`src/rtl/instr_fetch_if.sv`:
```
// Fetch-stage bus bundle: instruction-memory request/response, decode handoff and redirect input.
// Handshakes: a transfer happens on a rising clk edge where valid and ready are both high; an unaccepted
// imem request may be withdrawn only by a redirect; imem_rsp_valid has no ready and is a one-cycle pulse.
interface instr_fetch_if #(
    parameter int unsigned ADDR_WIDTH = 64,
    parameter int unsigned INSTR_LEN  = 32
);
    logic                  imem_req_valid;
    logic                  imem_req_ready;
    logic [ADDR_WIDTH-1:0] imem_addr;
    logic                  imem_rsp_valid;
    logic [INSTR_LEN-1:0]  imem_rsp_data;
    logic [INSTR_LEN-1:0]  instr;
    logic [ADDR_WIDTH-1:0] instr_pc;
    logic                  instr_valid;
    logic                  instr_ready;
    logic                  redirect_valid;
    logic [ADDR_WIDTH-1:0] redirect_pc;

    modport master (
        output imem_req_valid, imem_addr, instr, instr_pc, instr_valid,
        input  imem_req_ready, imem_rsp_valid, imem_rsp_data, instr_ready,
        input  redirect_valid, redirect_pc
    );

    modport slave (
        input  imem_req_valid, imem_addr, instr, instr_pc, instr_valid,
        output imem_req_ready, imem_rsp_valid, imem_rsp_data, instr_ready,
        output redirect_valid, redirect_pc
    );
endinterface

```
`src/rtl/instr_fetch.sv`:
```
// Single-outstanding instruction fetch: owns the PC, issues one imem read at a time and hands each
// returned word with its PC to decode; redirects override the sequential +4 step.
module instr_fetch #(
    parameter int unsigned           ADDR_WIDTH = 64,
    parameter int unsigned           INSTR_LEN  = 32,
    parameter logic [ADDR_WIDTH-1:0] RESET_PC   = '0
) (
    input  logic          clk,
    input  logic          rst_n,
    instr_fetch_if.master bus,
    output logic [1:0]    o_state,
    output logic          o_drop_flag
);
    typedef enum logic [1:0] {
        S_IDLE  = 2'd0,
        S_FETCH = 2'd1,
        S_WAIT  = 2'd2,
        S_HOLD  = 2'd3
    } state_t;

    state_t                r_state;
    state_t                w_state_nxt;
    logic [ADDR_WIDTH-1:0] r_pc;
    logic [ADDR_WIDTH-1:0] w_pc_nxt;
    logic                  r_drop;
    logic                  w_drop_nxt;
    logic [INSTR_LEN-1:0]  r_instr;
    logic [INSTR_LEN-1:0]  w_instr_nxt;
    logic [ADDR_WIDTH-1:0] r_instr_pc;
    logic [ADDR_WIDTH-1:0] w_instr_pc_nxt;
    logic [ADDR_WIDTH-1:0] w_target;
    logic [ADDR_WIDTH-1:0] w_pc_seq;

    assign w_target = bus.redirect_pc & ~{{(ADDR_WIDTH-2){1'b0}}, 2'b11};
    assign w_pc_seq = r_pc + ADDR_WIDTH'(4);

    always_comb begin
        w_state_nxt    = r_state;
        w_pc_nxt       = r_pc;
        w_drop_nxt     = r_drop;
        w_instr_nxt    = r_instr;
        w_instr_pc_nxt = r_instr_pc;
        case (r_state)
            S_IDLE: begin
                w_state_nxt = S_FETCH;
                if (bus.redirect_valid) begin
                    w_pc_nxt = w_target;
                end
            end
            S_FETCH: begin
                if (bus.redirect_valid) begin
                    w_pc_nxt = w_target;
                end
                // A redirect racing an accepted request marks that request's response as stale.
                if (bus.imem_req_ready) begin
                    w_state_nxt = S_WAIT;
                    w_drop_nxt  = bus.redirect_valid;
                end
            end
            S_WAIT: begin
                if (bus.imem_rsp_valid) begin
                    w_drop_nxt = 1'b0;
                    if (bus.redirect_valid) begin
                        w_pc_nxt    = w_target;
                        w_state_nxt = S_FETCH;
                    end else if (r_drop) begin
                        w_state_nxt = S_FETCH;
                    end else begin
                        w_instr_nxt    = bus.imem_rsp_data;
                        w_instr_pc_nxt = r_pc;
                        w_state_nxt    = S_HOLD;
                    end
                end else if (bus.redirect_valid) begin
                    w_pc_nxt   = w_target;
                    w_drop_nxt = 1'b1;
                end
            end
            S_HOLD: begin
                // Redirect wins over +4 even when decode takes the held word this cycle.
                if (bus.redirect_valid) begin
                    w_pc_nxt    = w_target;
                    w_state_nxt = S_FETCH;
                end else if (bus.instr_ready) begin
                    w_pc_nxt    = w_pc_seq;
                    w_state_nxt = S_FETCH;
                end
            end
            default: begin
                w_state_nxt = S_IDLE;
            end
        endcase
    end

    always_ff @(posedge clk) begin
        if (!rst_n) begin
            r_state    <= S_IDLE;
            r_pc       <= RESET_PC;
            r_drop     <= 1'b0;
            r_instr    <= '0;
            r_instr_pc <= '0;
        end else begin
            r_state    <= w_state_nxt;
            r_pc       <= w_pc_nxt;
            r_drop     <= w_drop_nxt;
            r_instr    <= w_instr_nxt;
            r_instr_pc <= w_instr_pc_nxt;
        end
    end

    assign bus.imem_req_valid = (r_state == S_FETCH);
    assign bus.imem_addr      = r_pc;
    assign bus.instr_valid    = (r_state == S_HOLD);
    assign bus.instr          = r_instr;
    assign bus.instr_pc       = r_instr_pc;
    assign o_state            = r_state;
    assign o_drop_flag        = r_drop;
endmodule

```
`src/flat_wrapper.sv`:
```
// flat-port wrapper written by rule: the top's interface ports become plain ports
module instr_fetch_flat 
#(
    parameter int unsigned           ADDR_WIDTH = 64,
    parameter int unsigned           INSTR_LEN  = 32,
    parameter logic [ADDR_WIDTH-1:0] RESET_PC   = '0
)
  (clk, rst_n, o_state, o_drop_flag, bus_imem_req_valid, bus_imem_addr, bus_instr, bus_instr_pc, bus_instr_valid, bus_imem_req_ready, bus_imem_rsp_valid, bus_imem_rsp_data, bus_instr_ready, bus_redirect_valid, bus_redirect_pc);
  instr_fetch_if #(.ADDR_WIDTH(ADDR_WIDTH), .INSTR_LEN(INSTR_LEN)) bus_i ();
  input  logic clk;
  input  logic rst_n;
  output logic [1:0] o_state;
  output logic o_drop_flag;
  output wire logic [$bits(bus_i.imem_req_valid)-1:0] bus_imem_req_valid;
  output wire logic [$bits(bus_i.imem_addr)-1:0] bus_imem_addr;
  output wire logic [$bits(bus_i.instr)-1:0] bus_instr;
  output wire logic [$bits(bus_i.instr_pc)-1:0] bus_instr_pc;
  output wire logic [$bits(bus_i.instr_valid)-1:0] bus_instr_valid;
  input wire logic [$bits(bus_i.imem_req_ready)-1:0] bus_imem_req_ready;
  input wire logic [$bits(bus_i.imem_rsp_valid)-1:0] bus_imem_rsp_valid;
  input wire logic [$bits(bus_i.imem_rsp_data)-1:0] bus_imem_rsp_data;
  input wire logic [$bits(bus_i.instr_ready)-1:0] bus_instr_ready;
  input wire logic [$bits(bus_i.redirect_valid)-1:0] bus_redirect_valid;
  input wire logic [$bits(bus_i.redirect_pc)-1:0] bus_redirect_pc;
  assign bus_imem_req_valid = bus_i.imem_req_valid;
  assign bus_imem_addr = bus_i.imem_addr;
  assign bus_instr = bus_i.instr;
  assign bus_instr_pc = bus_i.instr_pc;
  assign bus_instr_valid = bus_i.instr_valid;
  assign bus_i.imem_req_ready = bus_imem_req_ready;
  assign bus_i.imem_rsp_valid = bus_imem_rsp_valid;
  assign bus_i.imem_rsp_data = bus_imem_rsp_data;
  assign bus_i.instr_ready = bus_instr_ready;
  assign bus_i.redirect_valid = bus_redirect_valid;
  assign bus_i.redirect_pc = bus_redirect_pc;
  instr_fetch #(.ADDR_WIDTH(ADDR_WIDTH), .INSTR_LEN(INSTR_LEN), .RESET_PC(RESET_PC)) u_core (.clk(clk), .rst_n(rst_n), .bus(bus_i), .o_state(o_state), .o_drop_flag(o_drop_flag));
endmodule
```
`config.mk`:
```
export PLATFORM = sky130hd
export DESIGN_NAME = instr_fetch_flat
export DESIGN_NICKNAME = d
export VERILOG_FILES = /design/src/rtl/instr_fetch_if.sv /design/src/rtl/instr_fetch.sv /design/src/flat_wrapper.sv
export SDC_FILE = /design/constraint.sdc
export NUM_CORES = 1
export LEC_CHECK = 0
export ABC_AREA = 1
export CAP_MARGIN = 20
export CELL_PAD_IN_SITES_DETAIL_PLACEMENT = 0
export CELL_PAD_IN_SITES_GLOBAL_PLACEMENT = 1
export CORE_MARGIN = 1.5
export CORE_UTILIZATION = 32
export DETAILED_ROUTE_END_ITERATION = 8
export MAX_ROUTING_LAYER = met4
export PLACE_DENSITY = 0.91
export SLEW_MARGIN = 20
export SYNTH_ARGS = -nofsm -noshare
export SYNTH_HDL_FRONTEND = slang
export SYNTH_SLANG_ARGS = --single-unit
```
`constraint.sdc`:
```
create_clock -name clk -period 1.94 [get_ports clk]
set_input_delay 0.388 -clock clk [delete_from_list [all_inputs] [get_ports clk]]
set_output_delay 0.388 -clock clk [all_outputs]
set_load 0.03 [all_outputs]
```
==> results by group, run 1 <==
Logic synthesis
  – Main combinational cell family by area after synthesis: simple AND/OR/NAND/NOR gates
  – FFs w/ async S/R, synth: 0%
  – Synthesized area: 8370 um2
  – Simple-gate portion of the synthesized area: 31.6%
  – Synthesized area per cell: about 6.5 um2
  – Top-area cell type share of the netlist area: 38.0%
  – Top post-synthesis cells by count: 234 x nand2_1, 233 x nor2_1, 159 x dfxtp_1
  – Synth unique cells: 43
  – Cells after Synth: between 1000 and 1500
  – Seq/Total Area, Yosys: a little under two fifths
  – Top post-synthesis cells by area: dfxtp_1 38%, nand2_1 10%, nor2_1 10%
  – Ys flop type: dfxtp_1
  – Adder-Cell Fraction of Synth Area: 0.747%
  – Synth area leader: dfxtp_1
  – Flops & latches, synth: 159
  – XOR/XNOR Fraction of Synth Area: 0.105%
  – Cell with the most instances after synthesis: nand2_1
  – Multiplexer share of the synthesized area: 0%
  – Compound-Gate Fraction of Synth Area: approximately a fifth
  – YS warnings: 0
  – Number of synthesized flops with an enable pin: 0

Timing
  – Tcrit/Tclk final: 96.4%
  – Final Hold Violating Endpoints: 0
  – Max Clock Freq: ~530 MHz
  – Fin. max-slew vios: 0
  – Skew final: 0.0227 ns
  – Final setup vio count: 0
  – Setup_tns: 0 ns
  – Period minus WS final: 1.87 ns
  – Worst setup margin: between 0.06 and 0.07 ns

CTS
  – Total CTS buffers: 17
  – Clk sinks: 159
  – CTS tree: yes
  – Clock root buffer master: clkbuf_16
  – H-tree levels: 4
  – Deepest clock path buffer count: 2
  – Clock latency on the worst-skew pair: 0.45 ns
  – CTS clk-pin slew, worst paths: 0.08 ns

Worst setup path
  – Cell Chain, Critical Path: clkdlybuf4s50_1
  – Crit Path Class: reg2out
  – Slowest cell on crit path: clkdlybuf4s50_1
  – Worst r2r src: u_core.bus.imem_addr[5]
  – Top delay family on crit path: buffers and inverters
  – CP required: between 1.5 and 2 ns
  – Critical path arrival: 1.48 ns
  – Max incr delay on CP: 0.70 ns
  – Reg2reg setup slack: between 0.1 and 0.15 ns
  – Buf/Inv on CP: 1
  – R2R Path End: u_core.bus.imem_addr[41]
  – CP Max Fanout: 2
  – Setup crit end kind: output port
  – R2R depth: 10
  – Startpoint Class: register

Die
  – Die height: 165 um
  – Die extent in x: roughly 160 um
  – IO Count: 267
  – Die ar.: 27100 um2
  – Initial Util: around a third
  – Rows: 59
  – Core area: around 26000 um2

Global routing
  – Total gr overflow: 0
  – Vias in the first global route: 9350
  – Initial antenna violation count: 0
  – All-layer global routing usage: 26.1%
  – First-pass GRT wire length: 52200 um
  – Largest net degree at the start of global routing: 80

Drt
  – Initial DRT Pass Iterations: 5
  – Initial DRC Count: 806
  – Vias per std cell: 5.04
  – Final WL: 34000 um
  – Routed WL per cell: 17.4 um
  – Post-route ant nets: 0
  – DRC Markers: 0
  – Total number of vias: 9864

Min path
  – Hold_sp: rst_n
  – Worst hold path cell count: 3
  – Min-delay worst type: in2reg
  – Hold worst-path end: u_core.bus.instr_pc[13]

Layout
  – Inserted Diodes: 0
  – Share of layout cells above drive strength 1: approximately 13%
  – Net count reported at finish: 1717
  – Fillcell total: 2628
  – Fin util: between 40% and 50%
  – P&R area growth vs syn: 50.9%

Placement
  – GPL Wtd Cong: 0.967
  – Post-Place Worst Slack: -0.267 ns
  – IO Port Bufs: 260
  – Detailed Place HPWL: between 20000 and 30000 um

Run status
  – Status: complete, no violations

Power
  – Maximum VDD drop: 0.000420 V
  – Total power: 9.50 mW
  – Leak pwr: 5.40 nW
  – Pwr dens: 752 nW/um2

Flow run
  – MaxCap Viol Count: 0
[cells in the final DEF, fill, tap and decap left out, types with 12 or more instances in the layout]
cell,Yosys,layout
nand3_1,79,77
dfxtp_2,0,12
nand4_1,17,17
o21ai_0,149,148
nand2_2,11,12
clkdlybuf4s50_1,0,194
nand2_1,234,232
nor2_1,233,222
dfxtp_1,159,147
nor2_2,6,14
inv_1,131,131
a21oi_1,99,99
dlygate4sd2_1,0,62
o221ai_1,21,21
clkbuf_16,0,17
buf_4,5,103
[stage by stage]
step / cells / cell area, um2 / hold WS [ns]
final: 1958 / 12600 / 0.387
after global routing: 1958 / 12600 / 0.397
after CTS: 1958 / 12600 / 0.372
after detailed placement: 1926 / 12000 / 0.495
after global placement: 1926 / 12000 / 0.492
after floorplan: 1287 / 8390 / 0.523
[layout make-up]
type	count	area [um2]	area share, %
multi-input combinational	925	4460	35.3
clock buffer	17	425	3.37
clock inverter	15	194	1.53
inverter	139	524	4.15
timing repair buffer	368	3410	27.0
sequential	159	3200	25.3
tap	335	419	3.32
[how the worst max path moves through the flow]
| stage | from | to | slack, ns | cells past startpoint |
|---|---|---|---|---|
| floorplan | u_core.o_state[1] | u_core.bus.imem_addr[32] | 0.01 | 9 |
| global placement | bus_redirect_valid | u_core.bus.imem_addr[36] | -0.23 | 9 |
| detailed placement | bus_redirect_valid | u_core.bus.imem_addr[14] | -0.27 | 7 |
| CTS | u_core.bus.imem_addr[11] | bus_imem_addr[11] | 0.002 | 2 |
| global route | u_core.bus.imem_addr[5] | u_core.bus.imem_addr[43] | -0.005 | 9 |
| finish | u_core.bus.instr_pc[28] | bus_instr_pc[28] | 0.07 | 1 |
[layer usage]
| layer | share of wire (%) | track usage, % | vias to the layer above |
|---|---|---|---|
| met5 | 0 | - | - |
| met4 | 2.0 | 6.67 | 0 |
| met3 | 7.1 | 4.50 | 40 |
| met2 | 46 | 40.5 | 386 |
| met1 | 45 | 35.0 | 4570 |
| li1 | - | - | 4868 |
[sequential cells by signal (all words and copies together) (netlist names)]
name                  flops
u_core.o_state            2
u_core.bus.imem_addr     62
u_core.o_drop_flag        1
u_core.bus.instr         32
u_core.bus.instr_pc      62
[report_power, final]
group	internal [mW]	total, mW	leakage (nW)	switching (mW)
Clock	1.77	3.51	0.300	1.74
Combinational	0.897	2.25	3.80	1.35
Sequential	3.52	3.75	1.30	0.235
Total	6.18	9.50	5.40	3.32
[what timing repair did]
item | CTS | global route
pin swaps | 0 | 1
cloned | 0 | 0
buffers inserted | 0 | 0
hold buffers | 0 | 0
gates resized for setup | 65 | 30
endpoints found under the setup margin | 65 | 28
hold endpoints to repair | 0 | 0
[cell families (layout without fill, tap and decap cells)]
kind of cell / count (synthesis) / in the layout
other: 1 / 4
XOR/XNOR: 1 / 1
adder cells (fa/ha/maj): 5 / 5
AO/OA/AOI/OAI: 303 / 303
flip-flops: 159 / 159
AND/OR/NAND/NOR: 612 / 612
buffers and inverters: 203 / 539
No activity file was read; power rests on OpenSTA's default activity.
==> inputs of run 2 (changes only) <==
--- a/config.mk
+++ b/config.mk
@@ -6,10 +6,9 @@
 export NUM_CORES = 1
 export LEC_CHECK = 0
 export ABC_AREA = 1
-export CAP_MARGIN = 20
 export CELL_PAD_IN_SITES_DETAIL_PLACEMENT = 0
 export CELL_PAD_IN_SITES_GLOBAL_PLACEMENT = 1
-export CORE_MARGIN = 1.5
+export CORE_MARGIN = 3
 export CORE_UTILIZATION = 32
 export DETAILED_ROUTE_END_ITERATION = 8
 export MAX_ROUTING_LAYER = met4
==> run 2 against run 1 <==
  * Routed wire length grew 2.4%
  * Count of clock-buffer cells in the layout is the same
  * Critical path type unchanged
  * Register-to-register slack lost 0.03 ns
  * Flip-flop and latch count is the same
  * Critical endpoint is now bus_instr[0]
  * Die area grew 3.7%
==> results by group, run 2 (synthesized netlist as in run 1, its figures left out) <==
Timing
  – RSZ-0062 raised after global routing: yes
  – Setup_tns: 0 ns
  – Final setup vio count: 0
  – Period minus WS final: roughly 1.9 ns
  – Max Clock Freq: 526 MHz
  – Tcrit/Tclk final: 98.0%
  – Fin. max-slew vios: 0
  – Skew final: about 0.013 ns
  – Final Hold Violating Endpoints: 0

Layout
  – Fillcell total: 2522
  – Most frequent cells in the layout: 233 x nand2_1, 219 x nor2_1, 191 x clkdlybuf4s50_1
  – Share of layout cells above drive strength 1: 12.6%
  – Multi-input gate area: 4450 um2
  – Net count reported at finish: 1717
  – Fin util: 49.8%
  – P&R area growth vs syn: 51.5%
  – Most common cell after layout, fill and taps aside: nand2_1
  – Storage cell area: 3190 um2

Power
  – Logic pwr share: between 20% and 30%
  – Leak pwr: between 5 and 6 nW
  – Pwr dens: between 700 and 800 nW/um2
  – Net switching power: about 3.4 mW
  – Clock power share: 37.2%
  – Maximum VDD drop: 0.000696 V
  – Sw frac: 35.1%
  – Power Internal: 6.21 mW
  – Sequential share of power: 39.2%

CTS
  – Deepest clock path buffer count: 2
  – Clock latency on the worst-skew pair: 0.44 ns
  – CTS clk-pin slew, worst paths: 0.08 ns
  – Clock root buffer master: clkbuf_16
  – Total CTS buffers: 17
  – Postcts setup bufs: 0
  – CTS tree: yes
  – H-tree levels: 4
  – Clk sinks: 159

Drt
  – Final WL: 34900 um
  – Initial DRT Pass Iterations: 5
  – Total number of vias: between 9000 and 10000
  – Initial DRC Count: 790
  – DRC Markers: 0
  – Routed WL per cell: 17.8 um
  – Post-route ant nets: 0
  – Vias per std cell: approximately 5.0

Worst setup path
  – Slowest cell on crit path: clkdlybuf4s50_1
  – Worst r2r src: u_core.bus.imem_addr[26]
  – Worst Setup SP: u_core.bus.instr[0]
  – Startpoint Class: register
  – Buf/Inv on CP: 1
  – CP Depth: 1
  – R2R depth: 10
  – Top delay family on crit path: buffers and inverters
  – CP required: 1.55 ns
  – Crit Path Class: reg2out
  – Worst setup path endpoint: bus_instr[0]
  – Critical path arrival: between 1.5 and 2 ns
  – Setup crit end kind: output port
  – R2R Path End: u_core.bus.imem_addr[41]
  – Max incr delay on CP: 0.70 ns
  – CP Max Fanout: 2
  – Reg2reg setup slack: 0.11 ns
  – Cell Chain, Critical Path: clkdlybuf4s50_1

Global routing
  – Initial antenna violation count: 1
  – All-layer global routing usage: 24.9%
  – Vias in the first global route: about 9600
  – Met1 Track Usage GR: 32.7%
  – Met3 usage: 5.52%
  – First-pass GRT wire length: approximately 54000 um
  – Busiest grt layer: met2
  – Total gr overflow: 0
  – Largest net degree at the start of global routing: 76
  – Met2 usage in global routing: 39.6%

Placement
  – GPL Wtd Cong: around 0.95
  – Detailed Place HPWL: 27400 um
  – IO Port Bufs: 260

Die
  – Initial Util: 32.9%
  – Die height: 168 um
  – Die ar.: ~28000 um2
  – Rows: 58
  – Core area: about 25000 um2
  – IO Count: 267
  – Die extent in x: between 150 and 200 um

Run status
  – Status: complete, no violations

Min path
  – Min-delay worst type: in2reg
  – Worst hold path cell count: 3

Flow run
  – MaxCap Viol Count: 0
[run 2: layout make-up]
type / count / share of cell area, %
tap: 330 / 3.25
clock inverter: 15 / 1.61
timing repair buffer: 368 / 27.4
multi-input combinational: 925 / 35.0
sequential: 159 / 25.2
clock buffer: 17 / 3.35
antenna: 1 / 0.0197
inverter: 139 / 4.13
[run 2: worst min path at each step]
| stage | from | end | slack (ns) |
|---|---|---|---|
| floorplan | bus_imem_rsp_data[0] | u_core.bus.instr[0] | 0.52 |
| CTS | rst_n | u_core.bus.imem_addr[22] | 0.33 |
| finish | rst_n | u_core.bus.imem_addr[22] | 0.34 |
| global route | rst_n | u_core.bus.imem_addr[22] | 0.35 |
| global placement | u_core.bus.instr[3] | u_core.bus.instr[3] | 0.49 |
| detailed placement | u_core.bus.instr_pc[25] | u_core.bus.instr_pc[25] | 0.50 |
[run 2: stage by stage]
step	hold WS [ns]	worst slack (ns)	std cells	power, mW	instance area [um2]
floorplan	0.523	0.0111	1287	4.98	8390
global placement	0.492	-0.0203	1921	6.14	12100
detailed placement	0.496	-0.0690	1921	6.17	12100
CTS	0.325	0.0125	1953	9.62	12600
global route	0.346	-0.0272	1954	9.95	12700
finish	0.341	0.0392	1954	9.58	12700
[run 2: power by group through the flow]
stage | combinational, mW | clock, mW | sequential, mW
floorplan | 0.708 | 0 | 4.27
global placement | 2.32 | 0 | 3.82
detailed placement | 2.34 | 0 | 3.82
CTS | 2.27 | 3.61 | 3.75
global route | 2.43 | 3.73 | 3.79
finish | 2.26 | 3.56 | 3.75
[run 2: what timing repair did]
| action | in CTS | in global routing |
|---|---|---|
| resized for setup | 64 | 27 |
| hold buffers | 0 | 0 |
| pin swaps | 0 | 3 |
| endpoints found under the setup margin | 64 | 27 |
[run 2: metal layers]
metal  share of wire [%]  vias to the layer above
li1                    -                     4862
met1                  45                     4562
met2                  46                      394
met3                 7.3                       41
met4                 1.6                        0
met5                   0                        -
==> inputs of run 3 (changes only) <==
--- a/config.mk
+++ b/config.mk
@@ -6,13 +6,15 @@
 export NUM_CORES = 1
 export LEC_CHECK = 0
 export ABC_AREA = 1
+export ABC_CLOCK_PERIOD_IN_PS = 1700
 export CELL_PAD_IN_SITES_DETAIL_PLACEMENT = 0
 export CELL_PAD_IN_SITES_GLOBAL_PLACEMENT = 1
 export CORE_MARGIN = 3
-export CORE_UTILIZATION = 32
+export CORE_UTILIZATION = 29
 export DETAILED_ROUTE_END_ITERATION = 8
 export MAX_ROUTING_LAYER = met4
-export PLACE_DENSITY = 0.91
+export PLACE_DENSITY = 0.87
+export SETUP_SLACK_MARGIN = 0.3
 export SLEW_MARGIN = 20
 export SYNTH_ARGS = -nofsm -noshare
 export SYNTH_HDL_FRONTEND = slang
==> constraint.sdc (replaced) <==
create_clock -name clk -period 1.7 [get_ports clk]
set_input_delay 0.34 -clock clk [delete_from_list [all_inputs] [get_ports clk]]
set_output_delay 0.34 -clock clk [all_outputs]
set_load 0.03 [all_outputs]
==> run 3 against run 2 <==
  * Clock skew down 0.0020 ns
  * Largest cell class unchanged
  * Core utilization up 6.3 points
  * Sequential power up 17%
  * Via count up 12%
  * Flip-flop and latch count unchanged
==> results by group, run 3 (synthesized netlist as in run 1, its figures left out) <==
Run status
  – Status: complete, no violations

CTS
  – Total CTS buffers: 17
  – Clock latency on the worst-skew pair: about 0.45 ns
  – CTS tree: yes
  – Deepest clock path buffer count: 2
  – Clk sinks: between 150 and 200
  – H-tree levels: 4
  – Post-CTS Hold Buffers: 0
  – CTS clk-pin slew, worst paths: approximately 0.070 ns
  – Clock root buffer master: clkbuf_16

Global routing
  – Vias in the first global route: ~9900
  – Largest net degree at the start of global routing: 61
  – First-pass GRT wire length: 55700 um
  – Initial antenna violation count: 1
  – Total gr overflow: 0
  – All-layer global routing usage: 23.7%

Timing
  – Final Hold Violating Endpoints: 0
  – Worst slew pin tran: 0.504 ns
  – RSZ-0062 raised after global routing: yes
  – Hold slack final: 0.242 ns
  – Fin. max-slew vios: 0
  – Final setup vio count: 0
  – Worst setup margin: 0.0129 ns
  – Headroom to the max-slew limit: 66.4%
  – Tcrit/Tclk final: between 90% and 100%
  – Skew final: 0.0105 ns
  – Period minus WS final: roughly 1.7 ns
  – Max Clock Freq: 593 MHz

Power
  – Pwr dens: 744 nW/um2
  – Leak pwr: 6.82 nW
  – Maximum VDD drop: 0.000538 V

Die
  – IO Count: around 270
  – Core area: roughly 28000 um2
  – Initial Util: 29.8%
  – Die ar.: 30900 um2
  – Die extent in x: 176 um
  – Die height: 176 um
  – Rows: 61

Layout
  – Net count reported at finish: between 1500 and 2000
  – Storage cell area: around 3400 um2
  – Layout Cells excl Fill: 2129
  – P&R area growth vs syn: 88.4%
  – Most common cell after layout, fill and taps aside: nand2_1
  – Most frequent cells in the layout: 157 x nand2_1, 152 x buf_4, 145 x nor2_1
  – Fin util: 56.1%
  – Multi-input gate area: about 6000 um2
  – Share of layout cells above drive strength 1: 48.0%
  – Fillcell total: 2566

Placement
  – GPL Wtd Cong: 0.941
  – Placed cell count: 2006
  – IO Port Bufs: 260
  – Post-Place Worst Slack: -0.221 ns
  – Detailed Place HPWL: 28600 um

Worst setup path
  – Crit Path Class: reg2reg
  – Setup crit end kind: register
  – Critical path arrival: 2.02 ns
  – Startpoint Class: register
  – Reg2reg setup slack: 0.01 ns
  – CP Max Fanout: 6
  – CP required: 2.03 ns

Min path
  – Min-delay worst type: in2reg

Drt
  – Final WL: about 44000 um
  – DRC Markers: 0
  – Total number of vias: about 11000
  – Post-route ant nets: 0
  – Vias per std cell: 5.20
  – Routed WL per cell: 20.5 um
  – Initial DRC Count: between 800 and 900
  – Initial DRT Pass Iterations: 6

Flow run
  – MaxCap Viol Count: 0
-- run 3: metal layers --
layer / global-route usage [%] / part of all wire [%] / up-vias
met1: 30.4 / 42 / 5330
met4: 5.05 / 1.6 / 0
met5: - / 0 / -
met2: 38.8 / 48 / 522
met3: 4.69 / 8.0 / 64
li1: - / - / 5148
-- run 3: metrics by stage --
step                      setup TNS (ns)  power, mW  area (um2)
after global placement            -15.18       7.13       12800
after global routing              -0.255       12.2       15800
after CTS                              0       11.0       13100
after detailed placement          -16.02       7.16       12800
after floorplan                        0       5.80        8830
final                                  0       11.7       15800
-- run 3: area by class of cell --
cell class | count | share of cell area [%]
Multi-Input combinational cell | 926 | 38.1
Timing Repair Buffer | 492 | 29.8
Sequential cell | 159 | 21.4
Inverter | 139 | 3.74
Tap cell | 378 | 3.00
Clock buffer | 17 | 2.70
Clock inverter | 15 | 1.15
Antenna cell | 3 | 0.0476
-- run 3: timing repair --
item | 4_1_cts | 5_1_grt
buffers inserted | 10 | 53
gates resized for setup | 917 | 504
gates cloned | 0 | 25
setup endpoints to repair | 294 | 203
pin swaps | 14 | 132
-- run 3: final timing paths --
path,start,cells past startpoint,to
hold reg to reg,u_core.bus.instr_pc[11],2,u_core.bus.instr_pc[11]
setup / recovery,u_core.bus.imem_addr[9],9,u_core.bus.imem_addr[36]
setup reg to reg,u_core.bus.imem_addr[9],9,u_core.bus.imem_addr[36]
hold / removal,rst_n,3,u_core.bus.instr_pc[8]
-- run 3: worst max-delay path, stage by stage (launching register included) --
cell and delay (ns):
dfxtp_4 0.38, nand2_4 0.06, nor2_4 0.22, nand2_8 0.12
nor3_4 0.29, nand3_2 0.17, nand2_1 0.09, nand2_1 0.06
o21ai_1 0.14, inv_1 0.05
-- run 3: power by group --
part / switching, mW / leakage [nW] / internal (mW) / total [mW]
Clock: 1.97 / 0.296 / 2.01 / 3.97
Sequential: 0.360 / 1.33 / 4.02 / 4.38
Combinational: 1.94 / 5.19 / 1.44 / 3.39
==> RTL change: new RTL, config.mk and constraints of run 2 <==
`INSTR_LEN` is set to 32 in 3 places; all go to 16.
--- a/src/rtl/instr_fetch_if.sv
+++ b/src/rtl/instr_fetch_if.sv
@@ -5,3 +5,3 @@
     parameter int unsigned ADDR_WIDTH = 64,
-    parameter int unsigned INSTR_LEN  = 32
+    parameter int unsigned INSTR_LEN  = 16
 );
--- a/src/rtl/instr_fetch.sv
+++ b/src/rtl/instr_fetch.sv
@@ -4,3 +4,3 @@
     parameter int unsigned           ADDR_WIDTH = 64,
-    parameter int unsigned           INSTR_LEN  = 32,
+    parameter int unsigned           INSTR_LEN  = 16,
     parameter logic [ADDR_WIDTH-1:0] RESET_PC   = '0
--- a/src/flat_wrapper.sv
+++ b/src/flat_wrapper.sv
@@ -4,3 +4,3 @@
     parameter int unsigned           ADDR_WIDTH = 64,
-    parameter int unsigned           INSTR_LEN  = 32,
+    parameter int unsigned           INSTR_LEN  = 16,
     parameter logic [ADDR_WIDTH-1:0] RESET_PC   = '0
Interface: changed (resized bus_imem_rsp_data and bus_instr); port bits go from 267 to 235. No check against the original RTL was run, so the function may have changed too.
==> RTL change against run 2 <==
- critical path depth unchanged
- power down 8.3%
- cell count decreased by 4.2%
- fmax grew 0.25%
- sequential cell count is 16 lower
- routed wire length down 6.2%
- sequential power down 9.6%
- register-to-register slack got worse by 0.04 ns
- area after synthesis decreased by 6.0%
- setup slack improved by 0.0048 ns
- cell area decreased by 6.5%
- global-route usage about the same
==> RTL change: results (changes against run 2) <==
status=complete, no violations; Starting DRT DRC Count=713 (-9.7%); Place WS=-0.118 ns (-0.0488 ns); 1st-pass router iterations=5 (unchanged); pin count of the biggest net entering global routing=63 (-17%); initial antenna violation count=1 (unchanged); CP peak stage delay=0.70 ns (about the same); HP Class=input port to register; async set or reset register ratio after synthesis=0% (unchanged); CP top delay family=buffers and inverters; CP max stage cell=clkdlybuf4s50_1; global-route wire length before repair=49800 um (-7.5%); vias=9314 (-5.5%); Synth top cells by count=nand2_1, nor2_1, dfxtp_1, inv_1, o21ai_0; root buf cell=clkbuf_16; clk buf depth=2 (unchanged); sequential-to-total area share from yosys stat=36.4% (-1.7 points); synth unique cells=41 (-4.7%); wire per inst=17.5 um (-2.0%); port bufs=228 (-12%); LEAKAGE=5.20 nW (-4.7%); dpl hpwl=25900 um (-5.5%); Synth Warn #=0 (unchanged); clk_skew=0.00958 ns (-0.00296 ns); H-tree depth=4 (unchanged); CP max FO=5 (+3); vias in the first global route=8856 (-7.4%); largest vdd supply drop=0.490 mV (-30%); Clk pin slew, worst setup/hold paths=0.07 ns; NumNets Final=1629 (-5.1%); GP Congestion=0.979 (+2.7%); largest cells by area after synthesis=dfxtp_1, nand2_1, nor2_1; layout cell share with drive strength beyond 1=13.7% (+1.1 points); Fillers=2424 (-3.9%); Worst-Skew Late Latency=0.43 ns; Routed Antenna Nets=0 (unchanged); CP arrival=1.51 ns (about the same); cts bufs inserted=17 (unchanged); Total GRT Usage=24.8% (-0.042 points)
## RTL change: changes by cell type in the layout (fill, tap and decap cells not counted), sizes merged, moves of 4 or more
cell,change
clkinv,-6
nor2,-30
clkinvlp,+5
o221ai,-7
dfxtp,-16
a21oi,-5
inv,+12
nand2,+12
a31oi,+4
clkdlybuf4s50,-27
o21ai,-12
a311oi,+4
dlygate4sd2,-8
dlymetal6s2s,+4
## RTL change: cell families after synthesis
family / share of synthesized area (%)
other: 0.0476
AOI/OAI and AO/OA: 20.1
adders and majority gates: 0.795
and+or+nand+nor: 32.2
buffers and inverters: 10.3
DFF: 36.4
xor gates and xnor gates: 0.223
## RTL change: timing repair
item | in CTS | in global routing
resized for setup | 56 | 31
setup buffers | 0 | 0
setup endpoints to repair | 56 | 36
pin swaps | 0 | 1
hold buffers | 0 | 0
## RTL change: metrics by stage
| stage | area (um^2) | instances | hold WS [ns] |
|---|---|---|---|
| finish | 11900 | 1871 | 0.377 |
| global placement | 11300 | 1838 | 0.487 |
| detailed placement | 11300 | 1838 | 0.493 |
| floorplan | 7900 | 1238 | 0.523 |
| global route | 11900 | 1871 | 0.382 |
| CTS | 11800 | 1870 | 0.371 |
## RTL change: where the power goes
| part | switching, W | total, W | internal, W | leakage (nW) |
|---|---|---|---|---|
| logic | 0.00126 | 0.00210 | 0.000840 | 3.75 |
| clock network | 0.00148 | 0.00329 | 0.00181 | 0.272 |
| registers | 0.000225 | 0.00339 | 0.00317 | 1.17 |
## RTL change: metal layers
metal	track usage [%]	wire length (um)	vias up
met5	-	0	-
met4	6.15	691	0
met3	4.45	2260	42
met2	39.1	14800	367
met1	33.1	15000	4268
li1	-	-	4637
## RTL change: cell type report
cell class / instances / area [um^2] / share of cell area, %
repair buffers: 339 / 3160 / 26.7
multi-input cells: 886 / 4280 / 36.1
clock inverters: 15 / 149 / 1.26
well taps: 319 / 399 / 3.36
inverters: 151 / 572 / 4.82
clock buffers: 17 / 425 / 3.59
diodes: 1 / 2.50 / 0.0211
flip-flops and latches: 143 / 2870 / 24.2
## RTL change: final timing paths
| check | startpoint | endpoint | slack [ns] | depth (start not counted) |
|---|---|---|---|---|
| worst max-delay path | u_core.o_state[1]$_SDFFE_PN0P_ | o_state[1] | 0.04 | 1 |
| worst min-delay path | rst_n | u_core.bus.imem_addr[24]$_SDFFE_PN0P_ | 0.38 | 3 |
| worst max register to register | u_core.bus.imem_addr[9]$_SDFFE_PN0P_ | u_core.bus.imem_addr[61]$_SDFFE_PN0P_ | 0.07 | 9 |
| worst min register to register | u_core.bus.imem_addr[63]$_SDFFE_PN0P_ | u_core.bus.imem_addr[63]$_SDFFE_PN0P_ | 0.50 | 2 |
